===== config.mk =====
export PLATFORM = sky130hd
export DESIGN_NAME = i2c_cfg_seq
export DESIGN_NICKNAME = d
export VERILOG_FILES = /design/src/rtl/i2c_cfg_pkg.sv /design/src/rtl/i2c_cfg_seq.sv
export SDC_FILE = /design/constraint.sdc
export NUM_CORES = 1
export LEC_CHECK = 0
export BUFFER_PORTS_ARGS = -buffer_cell sky130_fd_sc_hd__buf_2
export CAP_MARGIN = 20
export CORE_MARGIN = 2
export CORE_UTILIZATION = 33
export CTS_BUF_LIST = sky130_fd_sc_hd__clkbuf_8
export DETAILED_ROUTE_END_ITERATION = 10
export GPL_TIMING_DRIVEN = 0
export PLACE_DENSITY = 0.55
export RECOVER_POWER = 100
export SLEW_MARGIN = 0
export SYNTH_ARGS = -nofsm -noshare
export SYNTH_HDL_FRONTEND = slang
export SYNTH_SLANG_ARGS = --single-unit

===== constraint.sdc =====
create_clock -name clk -period 3.9 [get_ports clk]
set_clock_uncertainty 0.1 [all_clocks]
set_input_delay 0.78 -clock clk [delete_from_list [all_inputs] [get_ports clk]]
set_output_delay 0.78 -clock clk [all_outputs]
set_load 0.01 [all_outputs]

===== src/rtl/i2c_cfg_pkg.sv =====
// Shared definitions for the I2C configuration sequencer: state/mstep codes,
// default device address and audio-codec table index names.
package i2c_cfg_pkg;

  typedef enum logic [3:0] {
    ST_IDLE = 4'd0,
    ST_LOAD = 4'd1,
    ST_WAIT = 4'd2,
    ST_NEXT = 4'd3,
    ST_GAP  = 4'd4,
    ST_DONE = 4'd5,
    ST_ERR  = 4'd6
  } state_e;

  localparam logic [7:0] DEF_DEV_ADDR = 8'h34;

  localparam int SET_LIN_L  = 0;
  localparam int SET_LIN_R  = 1;
  localparam int SET_HEAD_L = 2;
  localparam int SET_HEAD_R = 3;
  localparam int A_PATH     = 4;
  localparam int D_PATH     = 5;
  localparam int POWER      = 6;
  localparam int FORMAT     = 7;
  localparam int SAMPLE     = 8;
  localparam int ACTIVE     = 9;

  // Bits needed to hold values 0..n-1, never less than one bit.
  function automatic int cnt_w(input int n);
    return (n <= 2) ? 1 : $clog2(n);
  endfunction

endpackage


===== src/rtl/i2c_cfg_seq.sv =====
// I2C register-load sequencer: walks the config table and hands each
// {DEV_ADDR, word} to the byte engine with retry, timeout, gap and status.
module i2c_cfg_seq
  import i2c_cfg_pkg::*;
#(
  parameter int         LUT_SIZE    = 10,
  parameter int         IDX_W       = 6,
  parameter logic [7:0] DEV_ADDR    = DEF_DEV_ADDR,
  parameter int         MAX_RETRY   = 3,
  parameter int         GAP_CYC     = 16,
  parameter int         TIMEOUT_CYC = 1024,
  parameter bit         AUTO_START  = 1'b1
) (
  input  logic             clk,
  input  logic             reset,
  input  logic             sclk,
  input  logic             start,
  input  logic             mend,
  input  logic             mack,
  output logic             mgo,
  output logic [23:0]      i2c_data,
  output logic [IDX_W-1:0] lut_index,
  input  logic [15:0]      lut_data,
  output logic [3:0]       mstep,
  output logic             busy,
  output logic             done,
  output logic             error,
  output logic [IDX_W-1:0] err_index
);

  localparam int RTRY_W = cnt_w(MAX_RETRY + 1);
  localparam int TMR_W  = cnt_w(TIMEOUT_CYC);
  localparam int GAP_W  = cnt_w(GAP_CYC);

  localparam logic [RTRY_W-1:0] RTRY_MAX = RTRY_W'(MAX_RETRY);
  localparam logic [TMR_W-1:0]  TMR_LAST = TMR_W'(TIMEOUT_CYC - 1);
  localparam logic [GAP_W-1:0]  GAP_LAST = GAP_W'((GAP_CYC > 0) ? GAP_CYC - 1 : 0);
  localparam logic [IDX_W-1:0]  IDX_LAST = IDX_W'((LUT_SIZE > 0) ? LUT_SIZE - 1 : 0);
  localparam state_e            ST_POST  = (GAP_CYC == 0) ? ST_LOAD : ST_GAP;

  state_e            r_state;
  logic              r_armed;
  logic [RTRY_W-1:0] r_retry;
  logic [TMR_W-1:0]  r_timer;
  logic [GAP_W-1:0]  r_gap;

  logic              w_launch;
  logic [RTRY_W-1:0] w_retry_nxt;

  assign w_launch    = ((r_state == ST_IDLE) && (r_armed || start)) ||
                       (((r_state == ST_DONE) || (r_state == ST_ERR)) && start);
  assign w_retry_nxt = (r_retry == RTRY_MAX) ? r_retry : r_retry + RTRY_W'(1);
  assign mstep       = r_state;

  always_ff @(posedge clk or negedge reset) begin
    if (!reset) begin
      r_state   <= ST_IDLE;
      r_armed   <= AUTO_START;
      r_retry   <= '0;
      r_timer   <= '0;
      r_gap     <= '0;
      mgo       <= 1'b0;
      i2c_data  <= '0;
      lut_index <= '0;
      busy      <= 1'b0;
      done      <= 1'b0;
      error     <= 1'b0;
      err_index <= '0;
    end else if (w_launch) begin
      // An empty table completes without touching the bus.
      lut_index <= '0;
      r_retry   <= '0;
      r_armed   <= 1'b0;
      error     <= 1'b0;
      done      <= (LUT_SIZE == 0);
      busy      <= (LUT_SIZE != 0);
      r_state   <= (LUT_SIZE == 0) ? ST_DONE : ST_LOAD;
    end else begin
      case (r_state)
        ST_LOAD: if (sclk) begin
          i2c_data <= {DEV_ADDR, lut_data};
          mgo      <= 1'b1;
          r_timer  <= '0;
          r_state  <= ST_WAIT;
        end
        ST_WAIT: begin
          if (r_timer != TMR_LAST) r_timer <= r_timer + TMR_W'(1);
          // A timeout is a NACK; mend in the same cycle takes priority.
          if (mend || (r_timer == TMR_LAST)) begin
            mgo <= 1'b0;
            if (mend && mack) begin
              r_state <= ST_NEXT;
            end else begin
              r_retry <= w_retry_nxt;
              if (w_retry_nxt == RTRY_MAX) begin
                error     <= 1'b1;
                err_index <= lut_index;
                busy      <= 1'b0;
                r_state   <= ST_ERR;
              end else begin
                r_gap   <= '0;
                r_state <= ST_POST;
              end
            end
          end
        end
        ST_NEXT: begin
          if (lut_index == IDX_LAST) begin
            done    <= 1'b1;
            busy    <= 1'b0;
            r_state <= ST_DONE;
          end else begin
            lut_index <= lut_index + IDX_W'(1);
            r_retry   <= '0;
            r_gap     <= '0;
            r_state   <= ST_POST;
          end
        end
        ST_GAP: begin
          if (r_gap == GAP_LAST) r_state <= ST_LOAD;
          else                   r_gap   <= r_gap + GAP_W'(1);
        end
        default: ;
      endcase
    end
  end

endmodule

## Yosys cells after proc, flatten, opt, wreduce, memory -nomap -nowiden

Index checks and enable logic that the tools add are counted.

| storage, ports and cells | value |
|---|---|
| register bits after elaboration | 54 |
| input bits | 22 |
| output and inout port bits | 44 |
| logic and storage cells | 117 |

| operators by class | value |
|---|---|
| add/sub/neg operators | 4 |
| equality and inequality tests | 28 |
| muxes and demuxes | 43 |
| bitwise logic cells | 2 |
| reductions and logical operators | 28 |

Operators by type and width:

| kind | count |
|---|---|
| $mux W4 | 9 |
| $ne A3 B3 Y1 const B | 7 |
| $mux W10 | 2 |
| $pmux W10 S2 | 1 |
| $reduce_and A4 Y1 | 5 |
| $mux W6 | 3 |
| $ne A2 B2 Y1 const B | 9 |
| $mux W1 | 16 |
| $pmux W4 S4 | 1 |
| $eq A4 B3 Y1 const B | 3 |
| $mux W2 | 6 |
| $pmux W4 S3 | 1 |
| $reduce_bool A2 Y1 | 6 |
| $add A10 B1 Y10 const B | 1 |
| $eq A10 B10 Y1 const B | 1 |
| $ne A10 B10 Y1 const B | 1 |
| $reduce_and A5 Y1 | 2 |
| $eq A4 B2 Y1 const B | 2 |
| $reduce_and A7 Y1 | 1 |
| $add A6 B1 Y6 const B | 1 |
| $eq A6 B4 Y1 const B | 1 |
| $reduce_bool A3 Y1 | 2 |
| $reduce_bool A5 Y1 | 1 |
| $add A4 B1 Y4 const B | 1 |
| 13 further kinds | 22 |

## Longest topological paths before layout

Gate-level depths: netlist (run 1).

| logic depth | value |
|---|---|
| depth after elaboration | 8 |
| gate-level depth with buffers | 7 |
| depth with buffers taken out | 7 |

## Worst setup path before layout (run 1)

No wires, ideal clock.

| path | value |
|---|---|
| path type | flip-flop to flip-flop |
| from | register r_timer[0] |
| to | register err_index[0] |
| setup time | 0.125 ns |
| data arrival time | 1.748 ns |
| required time | 3.675 ns |
| path slack | 1.927 ns |
| cell stages (with the launch flop) | 8 |
| path buffers | 1 |
| clock period less this slack | 1.973 ns |
| cell sequence | dfrtp_1 -> ha_1 -> and4_1 -> buf_4 -> a41o_1 -> and2_4 -> nand2_4 -> mux2_4 |

| on the way | value |
|---|---|
| cells in the longest elaborated chain, start to end | 3 |

RTL lines:

| item | line | text |
|---|---|---|
| from (decl) | i2c_cfg_seq.sv:44 | `logic [TMR_W-1:0] r_timer;` |
| from (signal assigned) | i2c_cfg_seq.sv:87 | `if (r_timer != TMR_LAST) r_timer <= r_timer + TMR_W'(1);` |
| $eq A10 B10 Y1 | i2c_cfg_seq.sv:89 | `if (mend \|\| (r_timer == TMR_LAST)) begin` |
| $logic_or A1 B1 Y1 | i2c_cfg_seq.sv:89 |  |
| $reduce_and A5 Y1 (no source line) | n/a |  |
| to (signal assigned) | i2c_cfg_seq.sv:97 | `err_index <= lut_index;` |
| to (decl) | i2c_cfg_seq.sv:28 | `output logic [IDX_W-1:0] err_index` |

No other way between the ends.
A chain may end at the register's enable or synchronous reset.

## Final worst setup path (run 1)

| path | value |
|---|---|
| from | register r_state[1], in the netlist mstep[1] |
| to | register i2c_data[13] |

| on the way | value |
|---|---|
| cells in the longest elaborated chain, start to end | 6 |
| elaborated cells on any way between the ends | 10 |
| classes of those cells | eq/ne (3); bitwise (1); reduce/logical (6) |

RTL lines:

| item | line | text |
|---|---|---|
| from (decl) | i2c_cfg_seq.sv:41 | `state_e r_state;` |
| from (signal assigned) | i2c_cfg_seq.sv:77 | `r_state <= (LUT_SIZE == 0) ? ST_DONE : ST_LOAD;` |
| $eq A4 B3 Y1 | i2c_cfg_seq.sv:51 | `(((r_state == ST_DONE) \|\| (r_state == ST_ERR)) && start);` |
| $logic_or A1 B1 Y1 | i2c_cfg_seq.sv:51 |  |
| $logic_and A1 B1 Y1 | i2c_cfg_seq.sv:51 |  |
| $logic_or A1 B1 Y1 | i2c_cfg_seq.sv:50 | `assign w_launch = ((r_state == ST_IDLE) && (r_armed \|\| start)) \|\|` |
| $not A1 Y1 (no source line) | n/a |  |
| $reduce_and A3 Y1 (no source line) (*) | n/a |  |
| to (signal assigned) | i2c_cfg_seq.sv:81 | `i2c_data <= {DEV_ADDR, lut_data};` |
| to (decl) | i2c_cfg_seq.sv:21 | `output logic [23:0] i2c_data,` |

Mark *: on every way between the ends. The rest lies on a longest branch, timed or not.

==> results.md, run 1 <==
- Buf+Inv Stages, Crit Path: 2
- Worst slew pin tran: 1150 ps
- Setup TNS Final: 0 ps
- DP HPWL: 3920 um
- Max-Slew Margin vs Limit: 23.0%
- Outcome: finished, final reports clean
- Placeable core area: 0.00773 sq mm
- Depth of the CTS H-tree: 2
- Buffer levels on the longest clock path: 2
- Fraction of power consumed by combinational cells: 36.7%
- Skew-Pair Late Insertion Delay: 320 ps
- Main area contributors after synthesis: sky130_fd_sc_hd__dfrtp_1 (50%), sky130_fd_sc_hd__mux2_2 (7.3%), sky130_fd_sc_hd__nor2_1 (4.0%)
- Chain of cells forming the critical path: clkbuf_1, nand3b_1, nor2_1, clkbuf_1, mux2_2
- TritonCTS Sinks: 53
- Wire length of the first global-routing pass: 8910 um
- Net load switching power: 0.685 mW
- Vertical die dimension: 93.3 um
- Count of endpoints failing hold in the final timing report: 0
- Hold WC Path Type: register to register
- CP Max Fanout: 10
- Combinational family with the most area after synthesis: simple AND/OR/NAND/NOR gates
- Synth warn: 0
- Total iterations of the first detailed-routing run: 4
- Total length of routed wires: 5270 um
- Final min period: 2510 ps
- FP Rows: 32
- Flip-flop and latch count after synthesis: 53
- Worst Path Arrival: 2610 ps
- Setup-failing EPs final: 0
- DR WL/cell: 12.8 um
- Cell taking the most area after synthesis: sky130_fd_sc_hd__dfrtp_1
- Share of power burned in registers: 42.1%
- Share of the synthesized netlist area taken by xor and xnor gates: 4.00%
- Synthesized area per cell: 11.1 sq um
- Library cell appearing most often on the critical path: sky130_fd_sc_hd__clkbuf_1
- Clock power frac: 21.2%
- P_leak: 1.41 nW
- Syn Std Cell Area: 0.00263 sq mm
- Async SR Flop Fraction: 100%
- CTS tree: built
- Die W: 93.3 um
- Worst setup SP type: register
- Peak supply drop: 0.223 mV
- Sequential element share of the synthesized area: 50.5%
- Setup repair after global routing missed its margin: false
- Overall overflow remaining after global route: 0
- Unique cell type count in the Yosys netlist: 50
- Number of synthesized flops with an enable pin: 0
- Syn Inst Count: 236
- TritonCTS buffer count: 5
- Kind of cell with the highest combined delay on the critical path: buffers and inverters
- Total of max-cap violations: 0
- Final worst hold slack: 350 ps
- Top cell types by occurrence after synthesis: sky130_fd_sc_hd__dfrtp_1 (52), sky130_fd_sc_hd__nor2_1 (28), sky130_fd_sc_hd__mux2_2 (17), sky130_fd_sc_hd__buf_4 (12)
- Pwr dens: 598 mW/mm^2
- Post-synthesis share of cell area spent on and, or, nand and nor gates: 18.0%
- Number of antenna repair diodes: 0
- Pin count of the biggest net entering global routing: 35
- Share of final-layout standard cells stronger than drive strength 1: 21.0%
- Switching fraction of total power: 37.0%
- FF/Latch Area: 0.00133 sq mm
- Boundary Pins: 66
- Max Transition Viols Final: 0
- Detail Route Antenna Nets: 0
- Overall routing resource usage: 12.9%
- Fraction of synthesized cell area taken by the top area cell type: 49.5%
- Synth Area in Compound Gates: 8.38%
- Clock-pin slew of the registers on the worst-case setup and hold paths: 100 ps
- Data required time of the critical path: 4000 ps
- Category of the worst setup path capture point: register
- Layout-stage area growth over the synthesis result: 17.6%
- Routed via count divided by cell count: 4.68
- Dominant cell by count in the synthesized netlist: sky130_fd_sc_hd__dfrtp_1
- Worst Path Class, Setup: register to register
- Filler cell count in the final layout: 814
- Fraction of the mapped netlist area in adder cells: 1.90%
- Hold-fix buffers at CTS: 0
- Largest stage delay on the critical path: 480 ps
- Starting density of the core: 34.0%
- Post-CTS resize count: 0
- Multiplexer area fraction after synthesis: 11.5%
- Overall die area: 0.00870 sq mm
- Placer Congestion: 0.882
- Commonest register cell after synthesis: sky130_fd_sc_hd__dfrtp_1
- Slowest cell on the critical path: sky130_fd_sc_hd__clkbuf_1
- Combined area of the multi-input logic cells: 0.00112 sq mm
- Via count: 1,923
- Number of global-route vias before repair: 1,862
- Final layout net count: 334
- Violation count after the first detailed-routing iteration: 42
- Count of buffers added by post-CTS timing repair for setup: 0
- Internal Power: 1.16 mW
- Fraction of the cycle the final worst path needs: 64.3%
- Clock Tree Root: sky130_fd_sc_hd__clkbuf_8
- Port bufs: 59
- Final routed DRC violation total: 0
- Antenna violations before repair: 0
- Maximum clock rate: 0.399 GHz
==> layout by cell type (no fill, tap or decap), drive strengths merged, types with 2 or more instances in the layout <==
cell type,count
a31oi,3
mux2,23
dfrtp,52
nand3,9
inv,11
nand2b,3
buf,32
nor2,29
a311oi,2
mux2i,2
and4,2
nand4,5
a21oi,7
nor3,8
nand3b,3
and3,5
conb,6
xnor2,3
o21ai,8
ha,4
xor2,9
nand2,11
o22ai,2
or3,2
clkbuf,49
nor2b,2
==> metrics by stage <==
step                instance area, sq um  power [mW]  utilization (%)  setup slack, ps  instances
CTS                                 3210        1.94             41.5             1800        411
global route                        3090        1.99             40.0             1180        411
finish                              3090        1.85             40.0             1390        411
global placement                    3070        1.52             39.7             1670        402
floorplan                           2650        1.28                -             1930        241
detailed placement                  3090        1.54             40.0             1690        403
==> power by group through the flow <==
| stage | combinational (mW) | clock (mW) | sequential, mW |
|---|---|---|---|
| 3_5_place_dp | 0.745 | 0 | 0.791 |
| 6_report | 0.679 | 0.391 | 0.779 |
| 3_3_place_gp | 0.732 | 0 | 0.786 |
| 2_1_floorplan | 0.440 | 0 | 0.838 |
| 5_1_grt | 0.757 | 0.430 | 0.799 |
| 4_1_cts | 0.747 | 0.410 | 0.780 |
==> worst paths after layout <==
path                                from           end  slack, ps  cells after the start
worst max-delay path            mstep[1]  i2c_data[13]       1390                      5
worst min-delay path             r_armed       r_armed        350                      2
worst max register to register  mstep[1]  i2c_data[13]       1390                      5
worst min register to register   r_armed       r_armed        350                      2
max in group asynchronous          reset    r_timer[1]       2390                      2
min in group asynchronous          reset   i2c_data[7]        570                      1
==> kinds of logic (layout without fill, tap and decap cells) <==
group | after synthesis | count (layout)
simple gates | 84 | 84
compound gates | 31 | 31
flops | 53 | 53
xor+xnor | 12 | 12
mux | 25 | 25
other cells | 1 | 6
buf+inv | 26 | 94
fa+ha+maj | 4 | 4
==> layout make-up <==
cell class                      instances  area share, %
Sequential cell                        53           42.9
Clock inverter                          3           1.62
Buffer                                 16           3.12
Clock buffer                            5           2.23
Inverter                               10           1.21
Multi-Input combinational cell        162           36.1
Timing Repair Buffer                   60           8.66
Tap cell                              102           4.13
==> flip-flops by register name, indices dropped and copies added, names as in the netlist <==
register	cells
busy	1
r_gap	4
err_index	6
r_timer	10
error	1
lut_index	6
r_armed	1
mgo	1
mstep	3
i2c_data	17
r_retry	2
done	1
==> worst reg2reg max path, delay by kind of cell, from the launching register on <==
kind          cells  cell delay (ps)
buf+inv           2              730
flops             1              450
mux               1              400
simple gates      2              730
==> layer usage <==
| metal | wire length (um) | share of wire [%] | vias up | global-route usage, % |
|---|---|---|---|---|
| li1 | - | - | 957 | - |
| met1 | 2420 | 46 | 916 | 17.0 |
| met2 | 2510 | 48 | 41 | 20.4 |
| met3 | 209 | 4.0 | 9 | 2.66 |
| met4 | 123 | 2.3 | 0 | 5.88 |
| met5 | 0 | 0 | - | 0 |
No activity file was read; power rests on OpenSTA's default activity.
==> run 2: changes to the inputs <==
Settings changed: ABC_AREA set to 1, PLACE_DENSITY 0.55 to 0.57.
Clock period 3.9 ns to 2.19 ns, I/O delays scaled along.
==> results.md, run 2 <==
- Synthesized area per cell: 8.00 sq um (-28%)
- Layout-stage area growth over the synthesis result: 18.1%
- Overall routing resource usage: 13.4% (+0.51 points)
- Setup-failing EPs final: 0 (unchanged)
- Worst slew pin tran: 1300 ps (+149 ps)
- CTS tree: built
- Count of endpoints failing hold in the final timing report: 0 (unchanged)
- FP Rows: 33 (+3.1%)
- Syn Std Cell Area: 0.00270 sq mm (+2.8%)
- Placer Congestion: 0.785 (-11%)
- Antenna violations before repair: 0 (unchanged)
- Count of buffers added by post-CTS timing repair for setup: 0 (unchanged)
- Number of antenna repair diodes: 0 (unchanged)
- Number of global-route vias before repair: 2,145 (+15%)
- Clock-pin slew of the registers on the worst-case setup and hold paths: 100 ps (about the same)
- Post-placement cell count: 508 (+26%)
- Post-CTS resize count: 0 (unchanged)
- Data required time of the critical path: 2290 ps (-1710 ps)
- Violation count after the first detailed-routing iteration: 86 (+100%)
- Main area contributors after synthesis: sky130_fd_sc_hd__dfrtp_1 (48%), sky130_fd_sc_hd__nand2_1 (18%), sky130_fd_sc_hd__nand3_1 (5.7%)
- Share of final-layout standard cells stronger than drive strength 1: 14.1% (-6.9 points)
- Overall die area: 0.00893 sq mm (+2.7%)
- Outcome: finished, final reports clean
- Final non-filler cell total: 516 (+26%)
- Most frequent standard cell in the layout excluding fill and tap cells: sky130_fd_sc_hd__nand2_1
- CP Max Fanout: 10 (unchanged)
- Total of max-cap violations: 0 (unchanged)
- Total length of routed wires: 5930 um (+13%)
- Commonest register cell after synthesis: sky130_fd_sc_hd__dfrtp_1
- Number of synthesized flops with an enable pin: 0 (unchanged)
- Pwr dens: 1140 mW/mm^2 (+91%)
- Fraction of synthesized cell area taken by the top area cell type: 48.1% (-1.4 points)
- Final layout net count: 436 (+31%)
- Port bufs: 59 (unchanged)
- Dominant cell by count in the synthesized netlist: sky130_fd_sc_hd__nand2_1
- Fraction of the cycle the final worst path needs: 85.6% (+21 points)
- DP HPWL: 4510 um (+15%)
- TritonCTS Sinks: 53 (unchanged)
- Hold-fix buffers at CTS: 0 (unchanged)
- Pin count of the biggest net entering global routing: 33 (-5.7%)
- Sequential element share of the synthesized area: 49.1% (-1.4 points)
- Unique cell type count in the Yosys netlist: 31 (-38%)
- Max-Slew Margin vs Limit: 13.1% (-9.9 points)
- Final min period: 1870 ps (-634 ps)
- Hold WC Path Type: input pin to register
- Skew-Pair Late Insertion Delay: 320 ps (about the same)
- Biggest register: i2c_data
- Worst Path Arrival: 1970 ps (-640 ps)
- Syn Inst Count: 338 (+43%)
- Flip-flop count of the largest register after layout: 17 (unchanged)
- Setup repair after global routing missed its margin: false
- TritonCTS buffer count: 5 (unchanged)
- Worst Path Class, Setup: register to register
- Register-to-register path setup slack: 320 ps (-1080 ps)
- Final routed DRC violation total: 0 (unchanged)
- Die W: 94.5 um (+1.3%)
- Wire length of the first global-routing pass: 9580 um (+7.5%)
- Async SR Flop Fraction: 100% (unchanged)
- Via count: 2,332 (+21%)
- Top cell types by occurrence after synthesis: sky130_fd_sc_hd__nand2_1 (128), sky130_fd_sc_hd__dfrtp_1 (52), sky130_fd_sc_hd__nand3_1 (31), sky130_fd_sc_hd__inv_1 (25), sky130_fd_sc_hd__nor2_1 (20)
- Category of the worst setup path capture point: register
- P_leak: 1.63 nW (+15%)
- Commonest cells after routing, fill and taps aside: sky130_fd_sc_hd__nand2_1 (130), sky130_fd_sc_hd__dfrtp_1 (52), sky130_fd_sc_hd__clkbuf_1 (37), sky130_fd_sc_hd__nand3_1 (31), sky130_fd_sc_hd__inv_1 (28)
- Synth warn: 0 (unchanged)
- Cell taking the most area after synthesis: sky130_fd_sc_hd__dfrtp_1
- Setup TNS Final: 0 ps (unchanged)
- Boundary Pins: 66 (unchanged)
- Worst setup SP type: register
- DR WL/cell: 11.5 um (-10%)
- Flip-flop and latch count after synthesis: 53 (unchanged)
- Starting density of the core: 33.4% (-0.62 points)
- Max Transition Viols Final: 0 (unchanged)
- Overall overflow remaining after global route: 0 (unchanged)
- Biggest regs: i2c_data x17, r_timer x10
- Vertical die dimension: 94.5 um (+1.3%)
- Clock Tree Root: sky130_fd_sc_hd__clkbuf_8
- Total iterations of the first detailed-routing run: 4 (unchanged)
- Detail Route Antenna Nets: 0 (unchanged)
- Placeable core area: 0.00809 sq mm (+4.7%)
- Peak supply drop: 0.391 mV (+75%)
- Depth of the CTS H-tree: 2 (unchanged)
- Buffer levels on the longest clock path: 2 (unchanged)
- Routed via count divided by cell count: 4.52 (-3.4%)
- Maximum clock rate: 0.533 GHz (+34%)
## run 2: path summary, 6_finish.rpt
kind                                end         from  depth (start not counted)
setup / recovery           err_index[5]   r_timer[0]                          9
hold / removal              i2c_data[5]  lut_data[5]                          3
setup reg to reg           err_index[5]   r_timer[0]                          9
hold reg to reg                 r_armed      r_armed                          2
max in group asynchronous       r_armed        reset                          2
min in group asynchronous    r_timer[7]        reset                          1
## run 2: stage by stage
| stage | hold slack, ps | cell area (sq um) | power (mW) | setup slack (ps) | utilization (%) |
|---|---|---|---|---|---|
| after floorplan | 42.4 | 2720 | 2.62 | 543 | - |
| after global placement | 351 | 3150 | 3.12 | 307 | 38.9 |
| after detailed placement | 352 | 3170 | 3.16 | 293 | 39.1 |
| after CTS | 11.8 | 3260 | 3.77 | 292 | 40.3 |
| after global routing | 204 | 3190 | 3.97 | 79.9 | 39.4 |
| final | 209 | 3190 | 3.64 | 316 | 39.4 |
## run 2: cells by family after synthesis
group                    count (synthesis)  share of synthesized area [%]
AO/OA/AOI/OAI                           33                           7.73
XOR/XNOR                                 7                           2.27
adder cells (fa/ha/maj)                  4                           1.85
AND/OR/NAND/NOR                        195                           30.6
other                                    1                          0.139
buffers and inverters                   45                           8.24
flip-flops                              53                           49.1
## run 2: per-layer routing
layer  wire (um)  share of wire [%]  track usage, %
met5           0                  0               0
met4          50               0.84            3.14
met3         249                4.2            2.79
met2        2950                 50            23.2
met1        2690                 45            17.3
## run 2: layout make-up
cell class | count | area (sq um)
Tap cell | 105 | 131
Multi-Input combinational cell | 245 | 1140
Buffer | 14 | 104
Clock buffer | 6 | 82.6
Timing Repair Buffer | 60 | 269
Inverter | 31 | 119
Sequential cell | 53 | 1330
Fill cell | 901 | 4900
Clock inverter | 2 | 13.8
## run 2: where the power goes
part | leakage [nW] | switching (mW) | total [mW] | internal [mW]
Combinational | 0.879 | 0.993 | 1.53 | 0.540
Sequential | 0.696 | 0.240 | 1.51 | 1.27
Clock | 0.0512 | 0.340 | 0.597 | 0.257
## run 2: worst max-delay path: stages (launching register included)
cell and delay (ps):
sky130_fd_sc_hd__dfrtp_1 460, sky130_fd_sc_hd__ha_1 240, sky130_fd_sc_hd__nand2_1 70, sky130_fd_sc_hd__nor2_1 170, sky130_fd_sc_hd__nand3_1 140, sky130_fd_sc_hd__nand2_1 90, sky130_fd_sc_hd__nand4_2 140, sky130_fd_sc_hd__buf_4 220
sky130_fd_sc_hd__nand2_1 50, sky130_fd_sc_hd__o21ai_0 70
==> run 3: changes to the inputs <==
--- a/config.mk
+++ b/config.mk
@@ -14,2 +14,3 @@
 export DETAILED_ROUTE_END_ITERATION = 10
+export GPL_ROUTABILITY_DRIVEN = 1
 export GPL_TIMING_DRIVEN = 0
==> constraint.sdc (replaced) <==
create_clock -name clk -period 2.19 [get_ports clk]
set_clock_uncertainty 0.1 [all_clocks]
set_input_delay 0.219 -clock clk [delete_from_list [all_inputs] [get_ports clk]]
set_output_delay 0.219 -clock clk [all_outputs]
set_load 0.01 [all_outputs]
==> results.md, run 3 (synthesis gave the netlist of run 2 again) <==
- CTS tree: built
- Hold WC Path Type: input pin to register
- Total of max-cap violations: 0 (unchanged)
- Port bufs: 59 (unchanged)
- Flip-flop count of the largest register after layout: 17 (unchanged)
- Outcome: finished, final reports clean
- Commonest cells after routing, fill and taps aside: sky130_fd_sc_hd__nand2_1 (130), sky130_fd_sc_hd__dfrtp_1 (52), sky130_fd_sc_hd__clkbuf_1 (37), sky130_fd_sc_hd__nand3_1 (31), sky130_fd_sc_hd__inv_1 (28)
- Final min period: 1870 ps (-4.96 ps)
- DR WL/cell: 11.3 um (-1.6%)
- Fraction of the cycle the final worst path needs: 85.4% (-0.23 points)
- TritonCTS Sinks: 53 (unchanged)
- Data required time of the critical path: 2290 ps (about the same)
- Destination of the worst hold path: i2c_data[14]
- Placer Congestion: 0.785 (unchanged)
- Share of final-layout standard cells stronger than drive strength 1: 13.6% (-0.53 points)
- Via count: 2,388 (+2.4%)
- Violation count after the first detailed-routing iteration: 70 (-19%)
- Register-to-register path setup slack: 320 ps (about the same)
- FP Rows: 33 (unchanged)
- Chain of cells forming the critical path: ha_1, nand2_1, nor2_1, nand3_1, nand2_1, nand4_2, buf_4, nand2_1, o21ai_0
- Max-Slew Margin vs Limit: 12.6% (-0.44 points)
- Clock-pin slew of the registers on the worst-case setup and hold paths: 100 ps (about the same)
- Launch point of the worst reg-to-reg path: r_timer[0]
- Setup repair after global routing missed its margin: false
- Placeable core area: 0.00809 sq mm (unchanged)
- Worst Path Arrival: 1970 ps (about the same)
- Final non-filler cell total: 532 (+3.1%)
- Overall routing resource usage: 13.8% (+0.40 points)
- Overall die area: 0.00893 sq mm (unchanged)
- Depth of the CTS H-tree: 2 (unchanged)
- Wire length of the first global-routing pass: 9870 um (+3.1%)
- Vertical die dimension: 94.5 um (unchanged)
- Final worst hold slack: 5.55 ps (-204 ps)
- Skew-Pair Late Insertion Delay: 310 ps (about the same)
- Total power of the final layout: 3.65 mW (+0.40%)
- Overall overflow remaining after global route: 0 (unchanged)
- Number of antenna repair diodes: 0 (unchanged)
- Clock Tree Root: sky130_fd_sc_hd__clkbuf_8
- Starting density of the core: 33.4% (unchanged)
- TritonCTS buffer count: 5 (unchanged)
- Worst Path Class, Setup: register to register
- Maximum clock rate: 0.535 GHz (+0.27%)
- Post-layout utilization of the core: 41.4% (+2.0 points)
- Worst R2R End: err_index[5]
- Most frequent standard cell in the layout excluding fill and tap cells: sky130_fd_sc_hd__nand2_1
- Max Transition Viols Final: 0 (unchanged)
- Category of the worst setup path capture point: register
- Number of cells traversed by the worst hold path: 3 (unchanged)
- Layout-stage area growth over the synthesis result: 24.0%
- Final routed DRC violation total: 0 (unchanged)
- Largest stage delay on the critical path: 460 ps (about the same)
- Count of endpoints failing hold in the final timing report: 0 (unchanged)
- Setup-failing EPs final: 0 (unchanged)
- Detail Route Antenna Nets: 0 (unchanged)
- Library cell appearing most often on the critical path: sky130_fd_sc_hd__nand2_1
- P_leak: 1.69 nW (+4.1%)
- Setup TNS Final: 0 ps (unchanged)
- Pin count of the biggest net entering global routing: 33 (unchanged)
- Total iterations of the first detailed-routing run: 4 (unchanged)
- Boundary Pins: 66 (unchanged)
- Total length of routed wires: 6020 um (+1.4%)
- DP HPWL: 4510 um (unchanged)
- Count of buffers added by post-CTS timing repair for setup: 0 (unchanged)
- Worst setup SP type: register
- Die W: 94.5 um (unchanged)
- Pwr dens: 1090 mW/mm^2 (-4.4%)
- Antenna violations before repair: 0 (unchanged)
- Final layout net count: 452 (+3.7%)
- Number of global-route vias before repair: 2,230 (+4.0%)
- Biggest regs: i2c_data x17, r_timer x10
- Origin of the worst min-delay path: lut_data[14]
- Worst slew pin tran: 1310 ps (+6.58 ps)
- Routed via count divided by cell count: 4.49 (-0.68%)
- Peak supply drop: 0.390 mV (-0.12%)
- Filler cell count in the final layout: 888 (-1.4%)
- Post-placement cell count: 508 (unchanged)
- Buffer levels on the longest clock path: 2 (unchanged)
- Worst R2R Path Depth: 9 (unchanged)
- Slowest cell on the critical path: sky130_fd_sc_hd__dfrtp_1
- CP Max Fanout: 10 (unchanged)
- Biggest register: i2c_data
-- run 3: layer usage --
metal | vias up | part of all wire, % | GRT usage (%)
met5 | - | 0 | 0
met4 | 0 | 0.73 | 3.14
met3 | 3 | 4.4 | 2.63
met2 | 43 | 50 | 24.4
met1 | 1103 | 45 | 17.5
li1 | 1239 | - | -
-- run 3: timing repair --
action                                 4_1_cts  5_1_grt
gates resized for setup                      0        0
setup endpoints to repair                    0        0
endpoints found under the hold margin       36        0
hold buffers                                16        0
-- run 3: layout make-up --
cell class	instances	area [sq um]	area share, %
flip-flops and latches	53	1330	39.6
repair buffers	76	429	12.8
clock inverters	2	13.8	0.411
multi-input cells	245	1140	34.2
clock buffers	6	82.6	2.46
inverters	31	119	3.55
well taps	105	131	3.92
plain buffers	14	104	3.10
-- run 3: worst max path at each step --
stage / from / to / slack, ps / cells after the start
after floorplan: r_timer[0] / err_index[4] / 540 / 9
after CTS: r_timer[0] / err_index[3] / 290 / 9
after global routing: r_timer[0] / err_index[5] / 80 / 8
after global placement: r_timer[0] / err_index[5] / 310 / 9
final: r_timer[0] / err_index[5] / 320 / 9
after detailed placement: r_timer[0] / err_index[3] / 290 / 9
-- run 3: worst max-delay path: cells and delay by family (launching register included) --
family / cells / cell delay (ps)
buffers and inverters: 1 / 220
AO/OA/AOI/OAI: 1 / 70
adder cells (fa/ha/maj): 1 / 240
AND/OR/NAND/NOR: 6 / 660
flip-flops: 1 / 460
-- run 3: stage by stage --
stage,area [sq um],setup slack [ps]
finish,3350,320
detailed placement,3170,293
global placement,3150,307
CTS,3420,292
global route,3350,79.9
floorplan,2720,543
-- run 3: where the power goes --
| group | leakage, nW | total (mW) | switching, mW | internal, mW |
|---|---|---|---|---|
| sequential | 0.696 | 1.51 | 0.240 | 1.27 |
| combinational | 0.946 | 1.55 | 0.996 | 0.559 |
| clock | 0.0512 | 0.589 | 0.332 | 0.257 |
